$ cat config.mk
export PLATFORM = sky130hd
export DESIGN_NAME = dk_sound_mixer
export DESIGN_NICKNAME = d
export VERILOG_FILES = /design/src/rtl/dk_sound_mixer.sv
export SDC_FILE = /design/constraint.sdc
export NUM_CORES = 1
export LEC_CHECK = 0
export CAP_MARGIN = 40
export CORE_MARGIN = 4
export CORE_UTILIZATION = 43
export CTS_CLUSTER_DIAMETER = 150
export DETAILED_ROUTE_END_ITERATION = 7
export PLACE_DENSITY = 0.69
export SLEW_MARGIN = 20
export SYNTH_ARGS = -nofsm -noshare
export SYNTH_HDL_FRONTEND = slang
export SYNTH_SLANG_ARGS = --single-unit
$ cat constraint.sdc
create_clock -name clk -period 3.2 [get_ports clk]
set_input_delay 0.96 -clock clk [delete_from_list [all_inputs] [get_ports clk]]
set_output_delay 0.96 -clock clk [all_outputs]
set_load 0.01 [all_outputs]
$ cat src/rtl/dk_sound_mixer.sv
// dk_sound_mixer: three-channel gain/mix with saturation, one shared multiplier.
// Define DK_SOUND_MIXER_DC_BLOCK_EN to insert a one-pole DC blocker before saturation.
module dk_sound_mixer #(
    parameter int unsigned GAIN0    = 16384,
    parameter int unsigned GAIN1    = 16384,
    parameter int unsigned GAIN2    = 16384,
    parameter int unsigned DC_SHIFT = 8
) (
    input  logic        clk,
    input  logic        I_RST,
    input  logic        audio_clk_en,
    input  logic [15:0] walk_in,
    input  logic [15:0] jump_in,
    input  logic [15:0] stomp_in,
    output logic [15:0] out,
    output logic        out_valid,
    output logic        overrun
);
    typedef enum logic [2:0] {
        IDLE, MAC0, MAC1, MAC2,
`ifdef DK_SOUND_MIXER_DC_BLOCK_EN
        DCB,
`endif
        SAT
    } state_t;

    localparam logic signed [16:0] G0 = 17'(GAIN0);
    localparam logic signed [16:0] G1 = 17'(GAIN1);
    localparam logic signed [16:0] G2 = 17'(GAIN2);

    state_t             r_state, w_next;
    logic signed [15:0] r_walk, r_jump, r_stomp;
    logic signed [19:0] r_acc;
    logic signed [15:0] w_mul_a;
    logic signed [16:0] w_mul_g;
    logic signed [32:0] w_prod;
    logic signed [19:0] w_term;
    logic signed [19:0] w_sat_in;
    logic        [15:0] w_sat;

    always_ff @(posedge clk) r_state <= I_RST ? IDLE : w_next;

    always_comb begin
        w_next = r_state;
        case (r_state)
            IDLE:    w_next = audio_clk_en ? MAC0 : IDLE;
            MAC0:    w_next = MAC1;
            MAC1:    w_next = MAC2;
`ifdef DK_SOUND_MIXER_DC_BLOCK_EN
            MAC2:    w_next = DCB;
            DCB:     w_next = SAT;
`else
            MAC2:    w_next = SAT;
`endif
            SAT:     w_next = IDLE;
            default: w_next = IDLE;
        endcase
    end

    // Gains are unsigned Q2.14; a zero MSB makes them safe as signed multiplier operands.
    assign w_mul_a = r_state == MAC0 ? r_walk : r_state == MAC1 ? r_jump : r_stomp;
    assign w_mul_g = r_state == MAC0 ? G0 : r_state == MAC1 ? G1 : G2;
    assign w_prod  = 33'(w_mul_a) * 33'(w_mul_g);
    assign w_term  = 20'(w_prod >>> 14);

`ifdef DK_SOUND_MIXER_DC_BLOCK_EN
    logic signed [19:0] r_xp, r_yp, w_y;
    assign w_y      = r_acc - r_xp + r_yp - (r_yp >>> DC_SHIFT);
    assign w_sat_in = r_yp;
`else
    logic w_unused_dc;
    assign w_unused_dc = |DC_SHIFT;
    assign w_sat_in    = r_acc;
`endif

    assign w_sat = w_sat_in > 20'sd32767  ? 16'h7fff :
                   w_sat_in < -20'sd32768 ? 16'h8000 : w_sat_in[15:0];

    always_ff @(posedge clk) begin
        if (I_RST) begin
            r_walk    <= '0;
            r_jump    <= '0;
            r_stomp   <= '0;
            r_acc     <= '0;
            out       <= '0;
            out_valid <= 1'b0;
            overrun   <= 1'b0;
`ifdef DK_SOUND_MIXER_DC_BLOCK_EN
            r_xp      <= '0;
            r_yp      <= '0;
`endif
        end else begin
            if (r_state == IDLE && audio_clk_en) begin
                r_walk  <= walk_in;
                r_jump  <= jump_in;
                r_stomp <= stomp_in;
                r_acc   <= '0;
            end
            if (r_state == MAC0 || r_state == MAC1 || r_state == MAC2)
                r_acc <= r_acc + w_term;
`ifdef DK_SOUND_MIXER_DC_BLOCK_EN
            if (r_state == DCB) begin
                r_xp <= r_acc;
                r_yp <= w_y;
            end
`endif
            if (r_state == SAT)
                out <= w_sat;
            out_valid <= r_state == SAT;
            if (audio_clk_en && r_state != IDLE)
                overrun <= 1'b1;
        end
    end
endmodule
==> results.cfg <==
[clocking]
clock_path_buffers = 2
cts_tree = built
clkSinkCount = 89
hold_buffers = 0
h-tree-depth = 3
numCtsBuffers = 9
clk_pin_slew_ns = 0.09
clk_latency_ns = 0.36
cts_root_buf = clkbuf_8

[route]
met2WireLength_um = 5890
topRoutingLayerUsed = met4
drc = 0
ant_nets = 0
routed_wl_um = 12400
drt_iter0_drc = 202
num_vias = 4248
dr.pass1.iters = 5
wl_per_cell_um = 15.9
met3_length_um = 738
vias_per_cell = 5.45
met1_length_um = 5410

[setup_path]
max_stage_delay_ns = 0.42
cp_num_buf_inv = 2
cpMaxStageDelayCell = or3_4
startpoint_type = register
critPathArrivalTime_ns = 3.38
path_cells = inv_4, or3_4, buf_4, o22ai_1, a21oi_1, ha_1, a21oi_2, o21ai_2, a211oi_2, o21ai_2, a2111oi_4, a311oi_2, mux2_1
cp.depth = 13
reg2reg_depth = 13
crit_top_cell = o21ai_2
critical_path.endpoint_type = register
cp.required_ns = 3.45
critPathMaxFanout = 5
critPathTopFamily = compound AO/OA/AOI/OAI gates
path_class = reg2reg

[synth]
syn_area_mm2 = 0.00432
seq_area_frac_synth = 0.413
ys_types = 49
synth_seq_cells = 89
synth_warnings = 0
yosys-top-cells-area = dfxtp_1, a21oi_1, nand2_1
yosysMostFrequentCell = nand2_1
synthCells = 544
yosys.area.top_type = dfxtp_1
ys_async_sr_fraction = 0
synth_edf_count = 0
syn_avg_cell_area_um2 = 7.94
synthTopCellsByCount = nand2_1, a21oi_1, dfxtp_1
synth_top_cell_area_share = 0.413
synth_nets = 617
synth_flop_cell = dfxtp_1

[global_routing]
grt_overflow = 0
antenna_found_initial = 0
grt_start_max_net_pins = 40
grt_use_total = 0.206
grt_pass1_vias = 3969
grt_pass1_wl_um = 19300

[sta]
fin_crit_sh = 0.977
hold_slack_ns = 0.449
finalHoldViolCount = 0
final_max_slew_viol_count = 0
clock.fmax_mhz = 320
fin_crit_ns = 3.13
relSlewSlack = 0.486
tightest_slew_ns = 0.769
fin_skew_ns = 0.0107
finalSetupViolations = 0

[floorplan]
die_x_um = 108
ioPinCount = 69
core_mm2 = 0.00977
rows = 36
fp.dieH_um = 108
fp.dieArea_mm2 = 0.0117
start_util = 0.442

[cells_and_area]
final_area_mm2 = 0.00592
drive_above_1_share = 0.173
diodes = 0
fin_nets = 715
area_growth_pct = 37.0
final_cells = 779

[worst_hold_path]
whs_path_depth = 2
hp-class = reg2reg

[placed_design]
io_buffers = 68
place.gp.congestion = 0.873
dp_cells = 752
place_area_mm2 = 0.00535
dp_hpwl_um = 8930

[power_and_ir_drop]
vdd_drop_max_mv = 0.318
power_density_mw_per_mm2 = 586
p_leak_uw = 0.00231

[job]
drv_cap = 0

[run_status]
outcome = complete, no violations
## metal layers
| layer | track usage | vias to the layer above |
|---|---|---|
| met3 | 0.0543 | 27 |
| met4 | 0.0694 | 0 |
| met2 | 0.341 | 146 |
| li1 | - | 2116 |
| met5 | 0 | - |
| met1 | 0.262 | 1959 |
## final cells by class
type	count	area, um^2
Fill cell	879	3860
Multi-Input combinational cell	409	2560
Sequential cell	89	1780
Timing Repair Buffer	121	1100
Tap cell	133	166
Clock inverter	6	140
Clock buffer	9	124
Inverter	12	47.5
## state kept, by name (all words and copies together), names as in the netlist
signal     count
out_valid      1
r_acc         20
out           16
r_walk        16
r_stomp       16
r_state        3
overrun        1
r_jump        16
## worst reg2reg max path, stage by stage, from the launching register on
cell and delay (ns):
dfxtp_2 0.37, inv_4 0.04, or3_4 0.42, buf_4 0.16, o22ai_1 0.14, a21oi_1 0.09
ha_1 0.37, a21oi_2 0.15, o21ai_2 0.08, a211oi_2 0.28, o21ai_2 0.15, a2111oi_4 0.38
a311oi_2 0.09, mux2_1 0.33
## where the power goes
group / leakage, uW / switching [uW] / internal [uW] / total [uW]
combinational: 0.00145 / 603 / 556 / 1160
clock: 0.000131 / 407 / 600 / 1010
sequential: 0.000727 / 98.2 / 1200 / 1300
## layout by cell type, fill, tap and decap left out, types with 9 or more instances in the layout
cell type,instances
nand2_1,125
clkdlybuf4s50_1,67
dfxtp_1,87
clkbuf_8,9
inv_1,11
o22ai_1,23
a21oi_2,11
xnor2_1,10
a22o_1,9
nor2_1,18
buf_4,48
a21oi_1,85
ha_1,16
o21ai_0,18
## timing repair
item	4_1_cts	5_1_grt
pin swaps	1	15
cloned	0	1
resized for setup	4	37
setup buffers	1	9
endpoints found under the setup margin	2	8
## through the flow
stage	worst slack, ns	utilization	TNS [ns]	power (uW)
6_report	0.0733	0.605	0	3470
5_1_grt	-0.0652	0.605	-0.101	3650
4_1_cts	0.0128	0.578	0	3330
3_5_place_dp	-0.0258	0.547	-0.0258	2310
3_3_place_gp	0.0840	0.547	0	2280
2_1_floorplan	-0.00444	-	-0.00444	1950
## logic make-up (layout without fill, tap and decap cells)
group	after synthesis	after routing	synth area share
AOI/OAI and AO/OA	193	193	0.269
and+or+nand+nor	175	176	0.171
DFF	89	89	0.413
buffers and inverters	47	148	0.0440
adders and majority gates	22	22	0.0655
xor gates and xnor gates	16	16	0.0324
muxes	2	2	0.00492
## worst paths after layout
check,from,slack (ns),to
worst max-delay path,r_state[0],0.07,r_acc[19]
worst min-delay path,overrun,0.45,overrun
worst max register to register,r_state[0],0.07,r_acc[19]
worst min register to register,overrun,0.45,overrun
Note: power is estimated with default switching activity, not from simulation.
